**config.mk**
```make
export PLATFORM = sky130hd
export DESIGN_NAME = priority_decoder_stream_flat
export DESIGN_NICKNAME = d
export VERILOG_FILES = /design/src/rtl/priority_decoder_stream_pkg.sv /design/src/rtl/priority_decoder_stream_if.sv /design/src/rtl/priority_decoder_stream_sync_fifo_ptr.sv /design/src/rtl/priority_decoder_stream.sv /design/src/flat_wrapper.sv
export SDC_FILE = /design/constraint.sdc
export NUM_CORES = 1
export LEC_CHECK = 0
export CAP_MARGIN = 20
export CORE_ASPECT_RATIO = 1.2
export CORE_MARGIN = 2
export CORE_UTILIZATION = 32
export DETAILED_ROUTE_END_ITERATION = 10
export SYNTH_ARGS = -nofsm -noshare
export SYNTH_HDL_FRONTEND = slang
export SYNTH_HIERARCHICAL = 1
export SYNTH_SLANG_ARGS = --single-unit
```
**constraint.sdc**
```tcl
create_clock -name clk -period 2.45 [get_ports clk]
set_input_delay 0.49 -clock clk [delete_from_list [all_inputs] [get_ports clk]]
set_output_delay 0.49 -clock clk [all_outputs]
set_load 0.1 [all_outputs]
```
**src/rtl/priority_decoder_stream_pkg.sv**
```systemverilog
// Shared types and helpers for the priority encoder/decoder pair.
// Holds the default index width, the {idle, code} word and the one-hot helper.
package priority_codec_pkg;

    localparam int CODE_W = 3;

    typedef struct packed {
        logic              idle;
        logic [CODE_W-1:0] code;
    } word_t;

    typedef enum logic [1:0] {
        ST_EMPTY,
        ST_PARTIAL,
        ST_FULL
    } fifo_state_e;

    function automatic logic [2**CODE_W-1:0] onehot_of(input logic [CODE_W-1:0] code);
        logic [2**CODE_W-1:0] v;
        v       = '0;
        v[code] = 1'b1;
        return v;
    endfunction

endpackage

```
**src/rtl/priority_decoder_stream_if.sv**
```systemverilog
// Stream bundle between encoder-side producer, decoder and consumer.
// slave is the decoder's view, master is the driving/observing side.
interface priority_decoder_stream_if #(
    parameter int CODE_W = 3,
    parameter int DEPTH  = 4,
    parameter int CNT_W  = 16
) ();
    localparam int OW = 2**CODE_W;
    localparam int LW = $clog2(DEPTH) + 1;

    logic              in_valid;
    logic              in_ready;
    logic [CODE_W-1:0] in_code;
    logic              in_idle;
    logic              out_valid;
    logic              out_ready;
    logic [OW-1:0]     out_onehot;
    logic              out_idle;
    logic [LW-1:0]     level;
    logic [CNT_W-1:0]  count;
    logic              err;

    modport slave (
        input  in_valid, in_code, in_idle, out_ready,
        output in_ready, out_valid, out_onehot, out_idle, level, count, err
    );

    modport master (
        output in_valid, in_code, in_idle, out_ready,
        input  in_ready, out_valid, out_onehot, out_idle, level, count, err
    );

endinterface

```
**src/rtl/priority_decoder_stream_sync_fifo_ptr.sv**
```systemverilog
// Small synchronous FIFO: storage, wrapping pointers, occupancy and state.
// Push ignored when full (even with a same-cycle pop), pop ignored when empty.
module sync_fifo_ptr
    import priority_codec_pkg::*;
#(
    parameter int DEPTH = 4,
    parameter int DW    = 4
) (
    input  logic                       clk,
    input  logic                       rst,
    input  logic                       i_push,
    input  logic [DW-1:0]              i_din,
    input  logic                       i_pop,
    output logic [DW-1:0]              o_dout,
    output logic                       o_pop_fire,
    output logic [$clog2(DEPTH):0]     o_level,
    output fifo_state_e                o_state
);
    localparam int AW = $clog2(DEPTH);
    localparam int LW = AW + 1;

    logic [DW-1:0] r_mem [DEPTH];
    logic [AW-1:0] r_wr_ptr;
    logic [AW-1:0] r_rd_ptr;
    logic [LW-1:0] r_level;

    logic w_full;
    logic w_empty;
    logic w_push;
    logic w_pop;

    assign w_full  = (r_level == LW'(DEPTH));
    assign w_empty = (r_level == '0);
    assign w_push  = i_push && !w_full;
    assign w_pop   = i_pop && !w_empty;

    // DEPTH is a power of two, so pointer wrap is plain overflow.
    always_ff @(posedge clk or posedge rst) begin
        if (rst) begin
            r_wr_ptr <= '0;
            r_rd_ptr <= '0;
            r_level  <= '0;
        end else begin
            if (w_push) r_wr_ptr <= r_wr_ptr + AW'(1);
            if (w_pop)  r_rd_ptr <= r_rd_ptr + AW'(1);
            case ({w_push, w_pop})
                2'b10:   r_level <= r_level + LW'(1);
                2'b01:   r_level <= r_level - LW'(1);
                default: r_level <= r_level;
            endcase
        end
    end

    always_ff @(posedge clk) begin
        if (w_push) r_mem[r_wr_ptr] <= i_din;
    end

    always_comb begin
        o_state = ST_PARTIAL;
        if (w_empty)     o_state = ST_EMPTY;
        else if (w_full) o_state = ST_FULL;
    end

    assign o_dout     = r_mem[r_rd_ptr];
    assign o_pop_fire = w_pop;
    assign o_level    = r_level;

endmodule

```
**src/rtl/priority_decoder_stream.sv**
```systemverilog
// Buffers encoded {idle, code} words and replays them as one-hot vectors; 1-cycle latency, no bypass.
// Stalls the producer only when the FIFO is full; counts delivered non-idle words (saturating).
// Optional malformed-word check (idle with nonzero code) built when DEC_CHECK_EN is defined.
module priority_decoder_stream
    import priority_codec_pkg::*;
#(
    parameter int CODE_W = 3,
    parameter int DEPTH  = 4,
    parameter int CNT_W  = 16
) (
    input  logic                     clk,
    input  logic                     rst,
    priority_decoder_stream_if.slave bus
);
    localparam int OW = 2**CODE_W;
    localparam int DW = CODE_W + 1;

    logic [DW-1:0]        w_head;
    logic                 w_pop_fire;
    logic [OW-1:0]        w_dec;
    logic                 w_head_idle;
    fifo_state_e          w_state;
    logic [CNT_W-1:0]     r_count;

    sync_fifo_ptr #(
        .DEPTH (DEPTH),
        .DW    (DW)
    ) u_fifo (
        .clk        (clk),
        .rst        (rst),
        .i_push     (bus.in_valid),
        .i_din      ({bus.in_idle, bus.in_code}),
        .i_pop      (bus.out_ready),
        .o_dout     (w_head),
        .o_pop_fire (w_pop_fire),
        .o_level    (bus.level),
        .o_state    (w_state)
    );

    assign w_head_idle = w_head[DW-1];

    generate
        if (CODE_W == priority_codec_pkg::CODE_W) begin : g_pkg_dec
            word_t w_word;
            assign w_word = word_t'(w_head);
            assign w_dec  = onehot_of(w_word.code);
        end else begin : g_gen_dec
            assign w_dec = OW'(1) << w_head[CODE_W-1:0];
        end
    endgenerate

    assign bus.in_ready   = (w_state != ST_FULL);
    assign bus.out_valid  = (w_state != ST_EMPTY);
    assign bus.out_onehot = (bus.out_valid && !w_head_idle) ? w_dec : '0;
    assign bus.out_idle   = bus.out_valid && w_head_idle;

    always_ff @(posedge clk or posedge rst) begin
        if (rst) begin
            r_count <= '0;
        end else if (w_pop_fire && !w_head_idle && (r_count != '1)) begin
            r_count <= r_count + CNT_W'(1);
        end
    end

    assign bus.count = r_count;

`ifdef DEC_CHECK_EN
    logic w_push_fire;
    logic r_err;

    assign w_push_fire = bus.in_valid && bus.in_ready;

    // The encoder always drives code 0 alongside idle; anything else is a broken upstream.
    always_ff @(posedge clk or posedge rst) begin
        if (rst) begin
            r_err <= 1'b0;
        end else if (w_push_fire && bus.in_idle && (bus.in_code != '0)) begin
            r_err <= 1'b1;
        end
    end

    assign bus.err = r_err;
`else
    assign bus.err = 1'b0;
`endif

endmodule

```
**src/flat_wrapper.sv**
```systemverilog
// flat-port wrapper written by rule: the top's interface ports become plain ports
module priority_decoder_stream_flat import priority_codec_pkg::*;
#(
    parameter int CODE_W = 3,
    parameter int DEPTH  = 4,
    parameter int CNT_W  = 16
)
  (clk, rst, bus_in_valid, bus_in_code, bus_in_idle, bus_out_ready, bus_in_ready, bus_out_valid, bus_out_onehot, bus_out_idle, bus_level, bus_count, bus_err);
  priority_decoder_stream_if #(.CODE_W(CODE_W), .DEPTH(DEPTH), .CNT_W(CNT_W)) bus_i ();
  input  logic clk;
  input  logic rst;
  input wire logic [$bits(bus_i.in_valid)-1:0] bus_in_valid;
  input wire logic [$bits(bus_i.in_code)-1:0] bus_in_code;
  input wire logic [$bits(bus_i.in_idle)-1:0] bus_in_idle;
  input wire logic [$bits(bus_i.out_ready)-1:0] bus_out_ready;
  output wire logic [$bits(bus_i.in_ready)-1:0] bus_in_ready;
  output wire logic [$bits(bus_i.out_valid)-1:0] bus_out_valid;
  output wire logic [$bits(bus_i.out_onehot)-1:0] bus_out_onehot;
  output wire logic [$bits(bus_i.out_idle)-1:0] bus_out_idle;
  output wire logic [$bits(bus_i.level)-1:0] bus_level;
  output wire logic [$bits(bus_i.count)-1:0] bus_count;
  output wire logic [$bits(bus_i.err)-1:0] bus_err;
  assign bus_i.in_valid = bus_in_valid;
  assign bus_i.in_code = bus_in_code;
  assign bus_i.in_idle = bus_in_idle;
  assign bus_i.out_ready = bus_out_ready;
  assign bus_in_ready = bus_i.in_ready;
  assign bus_out_valid = bus_i.out_valid;
  assign bus_out_onehot = bus_i.out_onehot;
  assign bus_out_idle = bus_i.out_idle;
  assign bus_level = bus_i.level;
  assign bus_count = bus_i.count;
  assign bus_err = bus_i.err;
  priority_decoder_stream #(.CODE_W(CODE_W), .DEPTH(DEPTH), .CNT_W(CNT_W)) u_core (.clk(clk), .rst(rst), .bus(bus_i));
endmodule
```
# Word-level counts from Yosys, hierarchy flattened
# Memory sizes are Yosys's and may differ from the RTL's.
# Index checks and enable logic that the tools add are counted.
# word_totals
word_cells,38
ram_bits,16
output_inout_bits,31
input_bits,8
n_memories,1
regBits,23
# classes
n_reduce_logical,13
n_eq_ne,5
addsub,5
muxes,8
magnitude_cmp,2
# mem_list
memory,words,word_bits,rd,rd_clocked_by_memory_dff,write_ports,line_no,text
u_core.u_fifo.r_mem,4,4,1,0,1,priority_decoder_stream_sync_fifo_ptr.sv:22,logic [DW-1:0] r_mem [DEPTH];
# op_table
operator,n
$add A16 B1 Y16 const B,1
$ne A16 B16 Y1 const B,1
$mux W8,1
$logic_and A1 B1 Y1,7
$pmux W3 S2,1
$add A2 B1 Y2 const B,2
$lt A3 B4 Y1 const B,1
$mux W2,2
$reduce_bool A2 Y1,2
$add A3 B1 Y3 const B,1
$demux W1 S3,1
$eq A3 B3 Y1 const B,1
$ge A3 B1 Y1 const B,1
$logic_not A1 Y1,3
$logic_not A3 Y1,1
$mux W1,3
$sub A3 B1 Y3 const B,1
$eq A2 B1 Y1 const B,1
$eq A2 B2 Y1 const B,1
$ne A2 B2 Y1 const B,1

# Longest topological paths before layout
# Gate-level depths: netlist (run 1).
# logic_depth
ltp_word,6
depth_mapped,9

# Cells and area by module
# Netlist (run 1), hierarchy kept.
# by_module_without_submodules
mod,seq_area_each_um2,area_each_um2,cells_per_inst,n_inst
sync_fifo_ptr,655.6,1013.5,60,1
priority_decoder_stream,400.4,968.4,101,1

# Least setup slack after synthesis (run 1)
# No wires, ideal clock.
# synth_timing
kind,register -> output
startpoint,"register u_core.u_fifo.r_level[2], in the netlist u_core/u_fifo/o_level[2]"
endpoint,output bus_out_onehot[0]
required_time_ps,1960
n_path_buf,0
setup_slack_ps,-1865
stages_incl_launch_ff,5
arrival_time_ps,3825
cell_sequence,dfrtp_1 > nor3b_2 > nor2_1 > or3_1 > nor3_1
# synth_between
elab_chain_len,6
elab_cells_between_ends,7
# synth_lines
item,line_no,text
from (decl),priority_decoder_stream_sync_fifo_ptr.sv:25,logic [LW-1:0] r_level;
from (signal assigned),priority_decoder_stream_sync_fifo_ptr.sv:47,2'b10: r_level <= r_level + LW'(1);
from (signal assigned),priority_decoder_stream_sync_fifo_ptr.sv:48,2'b01: r_level <= r_level - LW'(1);
from (signal assigned),priority_decoder_stream_sync_fifo_ptr.sv:49,default: r_level <= r_level;
$eq A3 B3 Y1,priority_decoder_stream_sync_fifo_ptr.sv:32,assign w_full = (r_level == LW'(DEPTH));
$mux W2,priority_decoder_stream_sync_fifo_ptr.sv:61,else if (w_full) o_state = ST_FULL;
$mux W2 *,priority_decoder_stream_sync_fifo_ptr.sv:60,if (w_empty) o_state = ST_EMPTY;
named net u_core.w_state[1],priority_decoder_stream.sv:22,fifo_state_e w_state;
$reduce_bool A2 Y1 *,priority_decoder_stream.sv:53,assign bus.out_valid = (w_state != ST_EMPTY);
$logic_and A1 B1 Y1 *,priority_decoder_stream.sv:54,assign bus.out_onehot = (bus.out_valid && !w_head_idle) ? w_dec : '0;
$mux W8 *,priority_decoder_stream.sv:54,
to (decl),flat_wrapper.sv:18,output wire logic [$bits(bus_i.out_onehot)-1:0] bus_out_onehot;
# The timed path passes the listed nets; every way through them passes the cells marked *.

==> flow_summary.ini, run 1 <==
[clock_tree]
clock_latency_ps = 290
numCtsBuffers = 5
clk_pin_slew_ps = 80
h-tree-depth = 2
clockBufferDepth = 2
cts_tree = done
cts_sinks = 39
cts_root_buf = clkbuf_8

[global_route]
overflow = 0
grt_start_max_net_pins = 17
antenna_found_initial = 0
grt_pass1_vias = 1347
grt_first_pass_wirelength_microns = 6310
track_usage_pct = 12.1

[critical_path]
critPathKind = flop to output pin
r2r_cells = 6
worstSetupEndpointType = output pin
start_kind = flop
rr_startpoint = u_core/u_fifo/r_rd_ptr[0]
r2r_end = u_core/bus.count[14]
rrSetupSlack_ps = 330
cp-startpoint = u_core/u_fifo/r_rd_ptr[0]
path_max_fanout = 4
cp.required_ps = 1960
arrival_ps = 2050

[synthesis]
syn-num-nets = 176
synthTopCellsByArea = dfrtp_1, edfxtp_1, xor2_1
yosysSeqAreaShare_pct = 53.3
synth_top_area_share_pct = 29.0
avgSynthCellArea_sq_um = 12.3
synth-edff-count = 16
synth_common_cells = dfrtp_1, nor2_1, edfxtp_1
synthArstFlopShare_pct = 59.0
synth_cell_type_count = 36
yosysTopAreaCell = dfrtp_1
ys.warnings.count = 6
syn_area_sq_um = 1980
ys.flop_type = dfrtp_1
postSynthCellCount = 161
synth_seq_cells = 39
yosysMostFrequentCell = dfrtp_1

[routing]
drc_errors = 0
finalWirelength_microns = 3720
vias = 1340
wire_per_inst_microns = 12.6
drtIter0Drc = 46
viasPerCell = 4.56
drt-pass1-iter-count = 4
ant_nets = 0

[sta]
period_needed_ps = 2540
skew_ps = 7.85
min_period_over_period_pct = 103
tns_ps = -240
fin_ws_ps = -85.3
hold_violations = 0
maxSlewViolCount = 0
max_slew_margin_pct = 58.6
max_freq_mhz = 394
rsz0062_at_grt = yes
hold_ws_ps = 470
max_slew.worst_pin.slew_ps = 620
finalSetupViolCount = 6

[floorplanning]
rows = 31
fp.dieH_microns = 90.2
core_sq_um = 6010
initial_core_util_pct = 33.0
die_area_sq_um = 6840
die_x_microns = 75.8
io_pins = 39

[status]
run_status = finished, violations left
failed_checks = setup timing

[cells_and_area]
area_growth_pct = 39.3
antennaDiodeCount = 0
nNetsFinal = 226
drive_above_1_share_pct = 40.6

[worst_hold_path]
min_path_type = input port to asynchronous set/reset pin

[placed_design]
gp_congestion = 0.725
post-dp-hpwl_microns = 2840
io_buffer_count = 37

[flow_run]
cap_violations = 0
-- how the worst max path moves through the flow --
stage / to / slack [ps] / cells after the start
6_report: bus_out_onehot[0] / -90 / 4
5_1_grt: bus_out_onehot[1] / -160 / 6
4_1_cts: bus_out_onehot[0] / -100 / 4
3_5_place_dp: bus_out_onehot[0] / 90 / 4
3_3_place_gp: bus_out_onehot[0] / 110 / 4
2_1_floorplan: bus_out_onehot[0] / -290 / 4
-- through the flow --
stage	utilization [%]	instances	cell area [sq um]	setup WS, ps
after global placement	43.3	280	2600	105
after floorplan	-	161	2080	-291
after detailed placement	43.3	280	2600	89.3
after CTS	45.4	292	2730	-95.6
after global routing	45.9	294	2760	-156
final	45.9	294	2760	-85.3
-- state kept, by name (all words and copies together), names as in the netlist --
signal / count
u_core/u_fifo/o_level: 3
u_core/u_fifo/r_rd_ptr: 2
u_core/u_fifo/r_mem: 16
u_core/u_fifo/r_wr_ptr: 2
u_core/bus.count: 16
-- cell usage in the layout, fill, tap and decap left out, types with 3 or more instances in the layout --
| cell type | Yosys | final |
|---|---|---|
| nor2b_2 | 2 | 3 |
| and2_2 | 4 | 4 |
| clkbuf_8 | 0 | 5 |
| nor2_4 | 0 | 7 |
| xor2_1 | 12 | 12 |
| nor2_1 | 19 | 11 |
| nand3_1 | 6 | 6 |
| xnor2_1 | 5 | 5 |
| dfrtp_1 | 23 | 19 |
| a21oi_1 | 5 | 5 |
| nand2_1 | 9 | 8 |
| ha_1 | 6 | 6 |
| clkdlybuf4s50_1 | 0 | 7 |
| inv_1 | 11 | 11 |
| buf_4 | 2 | 30 |
| nor3_1 | 6 | 4 |
| nand4_4 | 3 | 3 |
| edfxtp_1 | 16 | 16 |
| buf_12 | 0 | 10 |
| mux4_2 | 4 | 4 |
-- layout make-up --
type	count	area [sq um]
Clock buffer	7	76.3
Clock inverter	1	5.00
Fill cell	554	3250
Inverter	11	41.3
Multi-Input combinational cell	107	973
Sequential cell	39	1070
Tap cell	82	103
Timing Repair Buffer	47	495
-- layer usage --
metal / wire, microns / part of all wire [%] / vias to the layer above / GRT usage, %
li1: - / - / 656 / -
met1: 1570 / 42 / 649 / 15.0
met2: 1910 / 51 / 30 / 19.5
met3: 160 / 4.3 / 5 / 2.47
met4: 74 / 2.0 / 0 / 5.70
met5: 0 / 0 / - / 0
-- kinds of logic (layout without fill, tap and decap cells) --
family	count (synthesis)	in the layout	synth area share [%]
simple gates	66	66	21.3
flops	39	39	53.3
xor+xnor	17	17	7.51
buf+inv	15	66	3.35
compound gates	8	8	2.46
mux	8	8	7.13
fa+ha+maj	7	7	4.80
other cells	1	1	0.189
-- timing repair --
item,CTS,global route
hold buffers,0,0
pin swaps,4,6
resized for setup,5,4
setup endpoints to repair,8,8
setup buffers,4,2
-- worst max-delay path, stage by stage (launching register included) --
cell and delay (ps):
dfrtp_2 410, mux4_2 520, or3_4 470, nor3_4 170
buf_12 200
Power of run 1 is not shown: default switching activity piles up to over one toggle a cycle in this logic, so the estimate is an artifact.
==> run 2, diff against run 1 <==
--- a/config.mk
+++ b/config.mk
@@ -10,6 +10,7 @@
 export CORE_MARGIN = 2
 export CORE_UTILIZATION = 32
 export DETAILED_ROUTE_END_ITERATION = 10
+export PLACE_DENSITY_LB_ADDON = 0.08
 export SYNTH_ARGS = -nofsm -noshare
 export SYNTH_HDL_FRONTEND = slang
 export SYNTH_HIERARCHICAL = 1
==> flow_summary.ini, run 2 (synthesized netlist as in run 1, its figures left out) <==
[status]
run_status = finished, violations left
failed_checks = setup timing

[cells_and_area]
utilization_pct = 47.7
area_growth_pct = 44.6
num-fill-cells = 551
multi_input_area_sq_um = 978
nNetsFinal = 233
seq_area_sq_um = 1070
antennaDiodeCount = 0
drive_above_1_share_pct = 42.9
mostFrequentLayoutCell = buf_4
final_cell_mix = buf_4, dfrtp_1, edfxtp_1

[critical_path]
cp_top_family = simple AND/OR/NAND/NOR gates
path_max_fanout = 5
crit_path_max_incr_delay_ps = 530
cp.required_ps = 1960
path_cells = mux4_2 > or3_4 > nor3_4 > buf_12
path_buf_inv = 1
critPathKind = flop to output pin
r2r_cells = 7
rrSetupSlack_ps = 230
rr_startpoint = u_core/u_fifo/r_rd_ptr[0]
critPathSlowestCell = mux4_2
worstSetupEndpointType = output pin
start_kind = flop
r2r_end = u_core/bus.count[14]
arrival_ps = 2080

[worst_hold_path]
min_path_type = input port to asynchronous set/reset pin

[clock_tree]
cts_root_buf = clkbuf_8
clock_latency_ps = 290
h-tree-depth = 2
clockBufferDepth = 2
clk_pin_slew_ps = 70
cts_sinks = 39
cts_tree = done
numCtsBuffers = 5

[sta]
max_slew_margin_pct = 57.9
hold_violations = 0
period_needed_ps = 2570
skew_ps = 8.05
finalSetupViolCount = 6
rsz0062_at_grt = yes
max_slew.worst_pin.slew_ps = 630
maxSlewViolCount = 0
max_freq_mhz = 389
fin_ws_ps = -121
min_period_over_period_pct = 105

[placed_design]
io_buffer_count = 37
gp_congestion = 0.727
pre_cts_ws_ps = 52.3
post-dp-hpwl_microns = 3190

[routing]
ant_nets = 0
drc_errors = 0
vias = 1401
drtIter0Drc = 23
viasPerCell = 4.65
drt-pass1-iter-count = 4
finalWirelength_microns = 4170
wire_per_inst_microns = 13.9

[floorplanning]
die_x_microns = 75.8
io_pins = 39
die_area_sq_um = 6840
initial_core_util_pct = 33.0
fp.dieH_microns = 90.2
rows = 31
core_sq_um = 6010

[global_route]
antenna_found_initial = 0
grt_first_pass_wirelength_microns = 7150
grt_start_max_net_pins = 17
overflow = 0
track_usage_pct = 13.8
grt_pass1_vias = 1513

[flow_run]
cap_violations = 0
## run 2: layout make-up
cell class	count	share of cell area, %
clock buffers	5	2.40
clock inverters	3	1.35
inverters	11	1.44
multi-input cells	107	34.1
flip-flops and latches	39	37.2
well taps	82	3.58
repair buffers	54	19.9
## run 2: timing repair
item | 4_1_cts | 5_1_grt
setup buffers | 7 | 4
setup endpoints to repair | 8 | 8
gates resized for setup | 10 | 6
hold buffers | 0 | 0
pin swaps | 7 | 2
## run 2: worst max-delay path by stage
stage | slack [ps] | cells past startpoint | startpoint | to
floorplan | -290 | 4 | u_core/u_fifo/r_rd_ptr[0] | bus_out_onehot[0]
global placement | 110 | 4 | u_core/u_fifo/r_rd_ptr[0] | bus_out_onehot[0]
detailed placement | 50 | 4 | u_core/u_fifo/r_rd_ptr[0] | bus_out_onehot[0]
CTS | -160 | 4 | u_core/u_fifo/r_rd_ptr[0] | bus_out_onehot[0]
global route | -200 | 4 | u_core/u_fifo/r_rd_ptr[0] | bus_out_onehot[0]
finish | -120 | 4 | u_core/u_fifo/r_rd_ptr[0] | bus_out_onehot[0]
## run 2: layer usage
metal / GRT usage [%] / vias up / wire length, microns
li1: - / 666 / -
met1: 16.8 / 699 / 1740
met2: 23.0 / 30 / 2190
met3: 3.81 / 6 / 173
met4: 4.39 / 0 / 65
met5: 0 / - / 0
## run 2: through the flow
stage	TNS [ps]	instance area, sq um	std cells	hold slack, ps
global route	-1050	2870	301	526
floorplan	-411	2080	161	293
CTS	-525	2810	297	492
global placement	0	2620	282	502
detailed placement	0	2620	282	526
finish	-419	2870	301	495
Power of run 2 is left out for the same reason.
==> run 3, diff against run 2 <==
--- a/config.mk
+++ b/config.mk
@@ -7,7 +7,7 @@
 export LEC_CHECK = 0
 export CAP_MARGIN = 20
 export CORE_ASPECT_RATIO = 1.2
-export CORE_MARGIN = 2
+export CORE_MARGIN = 3
 export CORE_UTILIZATION = 32
 export DETAILED_ROUTE_END_ITERATION = 10
 export PLACE_DENSITY_LB_ADDON = 0.08
==> flow_summary.ini, run 3 (synthesized netlist as in run 1, its figures left out) <==
[floorplanning]
io_pins = 39
die_area_sq_um = 7180
rows = 30
fp.dieH_microns = 92.2
die_x_microns = 77.8
core_sq_um = 5820
initial_core_util_pct = 34.1

[critical_path]
critPathSlowestCell = mux4_2
cp.required_ps = 1960
path_cells = mux4_2 > or3_4 > nor3_4 > buf_12
path_max_fanout = 5
path_buf_inv = 1
worstSetupEndpointType = output pin
critPathKind = flop to output pin
cp.depth = 4
cp_top_family = simple AND/OR/NAND/NOR gates
start_kind = flop
arrival_ps = 2060
r2r_cells = 9
crit_path_max_incr_delay_ps = 520

[clock_tree]
cts_tree = done
h-tree-depth = 2
clockBufferDepth = 2
clk_pin_slew_ps = 70
cts_hold_buf = 0
numCtsBuffers = 5
clock_latency_ps = 280
cts_sinks = 39
cts_root_buf = clkbuf_8

[sta]
max_slew_margin_pct = 57.6
max_slew.worst_pin.slew_ps = 636
maxSlewViolCount = 0
skew_ps = 7.02
fin_ws_ps = -104
min_period_over_period_pct = 104
finalSetupViolCount = 5
hold_violations = 0
period_needed_ps = 2550
rsz0062_at_grt = yes
max_freq_mhz = 392

[global_route]
antenna_found_initial = 0
grt_first_pass_wirelength_microns = 6890
track_usage_pct = 12.1
grt_pass1_vias = 1464
overflow = 0
grt_start_max_net_pins = 17

[cells_and_area]
drive_above_1_share_pct = 41.7
area_growth_pct = 40.8
final_cell_area_sq_um = 2790
final_cell_mix = buf_4, dfrtp_1, edfxtp_1
nNetsFinal = 230
num-fill-cells = 519
antennaDiodeCount = 0
mostFrequentLayoutCell = buf_4

[placed_design]
io_buffer_count = 37
pre_cts_ws_ps = 69.8
gp_congestion = 0.758
placed_cell_area_sq_um = 2610
post-dp-hpwl_microns = 3140

[routing]
drc_errors = 0
drt-pass1-iter-count = 4
drtIter0Drc = 22
vias = 1364
finalWirelength_microns = 3960
viasPerCell = 4.61
ant_nets = 0
wire_per_inst_microns = 13.4

[worst_hold_path]
min_path_type = input port to asynchronous set/reset pin

[status]
run_status = finished, violations left
failed_checks = setup timing

[flow_run]
cap_violations = 0
==> run 3: worst register-to-register path: cells and delay by family (launching register included) <==
kind	cells	cell delay, ps
flops	1	520
simple gates	3	490
xor+xnor	2	320
buf+inv	2	130
fa+ha+maj	2	540
==> run 3: area by class of cell <==
type                            instances  area (sq um)  area share, %
Sequential cell                        39          1070           38.2
Multi-Input combinational cell        107           973           34.9
Timing Repair Buffer                   51           529           19.0
Tap cell                               80           100           3.59
Clock buffer                            7          76.3           2.73
Inverter                               11          41.3           1.48
Clock inverter                          1          5.00          0.179
==> run 3: path summary, 6_finish.rpt <==
kind                                                 from  slack (ps)                        end
worst max register to register   u_core/u_fifo/o_level[0]         350   u_core/u_fifo/o_level[2]
worst min-delay path                                  rst         490  u_core/u_fifo/r_rd_ptr[1]
worst min register to register        u_core/bus.count[5]         530        u_core/bus.count[5]
worst max-delay path            u_core/u_fifo/r_rd_ptr[0]        -100          bus_out_onehot[0]
min in group clk                      u_core/bus.count[5]         530        u_core/bus.count[5]
max in group asynchronous                             rst        1420       u_core/bus.count[14]
==> run 3: through the flow <==
step | hold slack (ps) | utilization, % | std cells | TNS [ps]
floorplan | 293 | - | 161 | -411
global placement | 504 | 44.8 | 279 | 0
detailed placement | 520 | 44.8 | 279 | 0
CTS | 479 | 47.5 | 293 | -412
global route | 523 | 48.0 | 296 | -854
finish | 487 | 48.0 | 296 | -271
==> run 3: what timing repair did <==
item / 4_1_cts / 5_1_grt
buffers inserted: 6 / 3
setup endpoints to repair: 8 / 8
pin swaps: 7 / 3
resized for setup: 9 / 1
==> run 3: metal layers <==
layer,GRT usage [%],vias to the layer above,share of wire [%]
li1,-,664,-
met1,13.9,663,42
met2,21.1,30,52
met3,3.44,7,4.1
met4,4.75,0,1.6
met5,0,-,0
Power of run 3 is left out for the same reason.
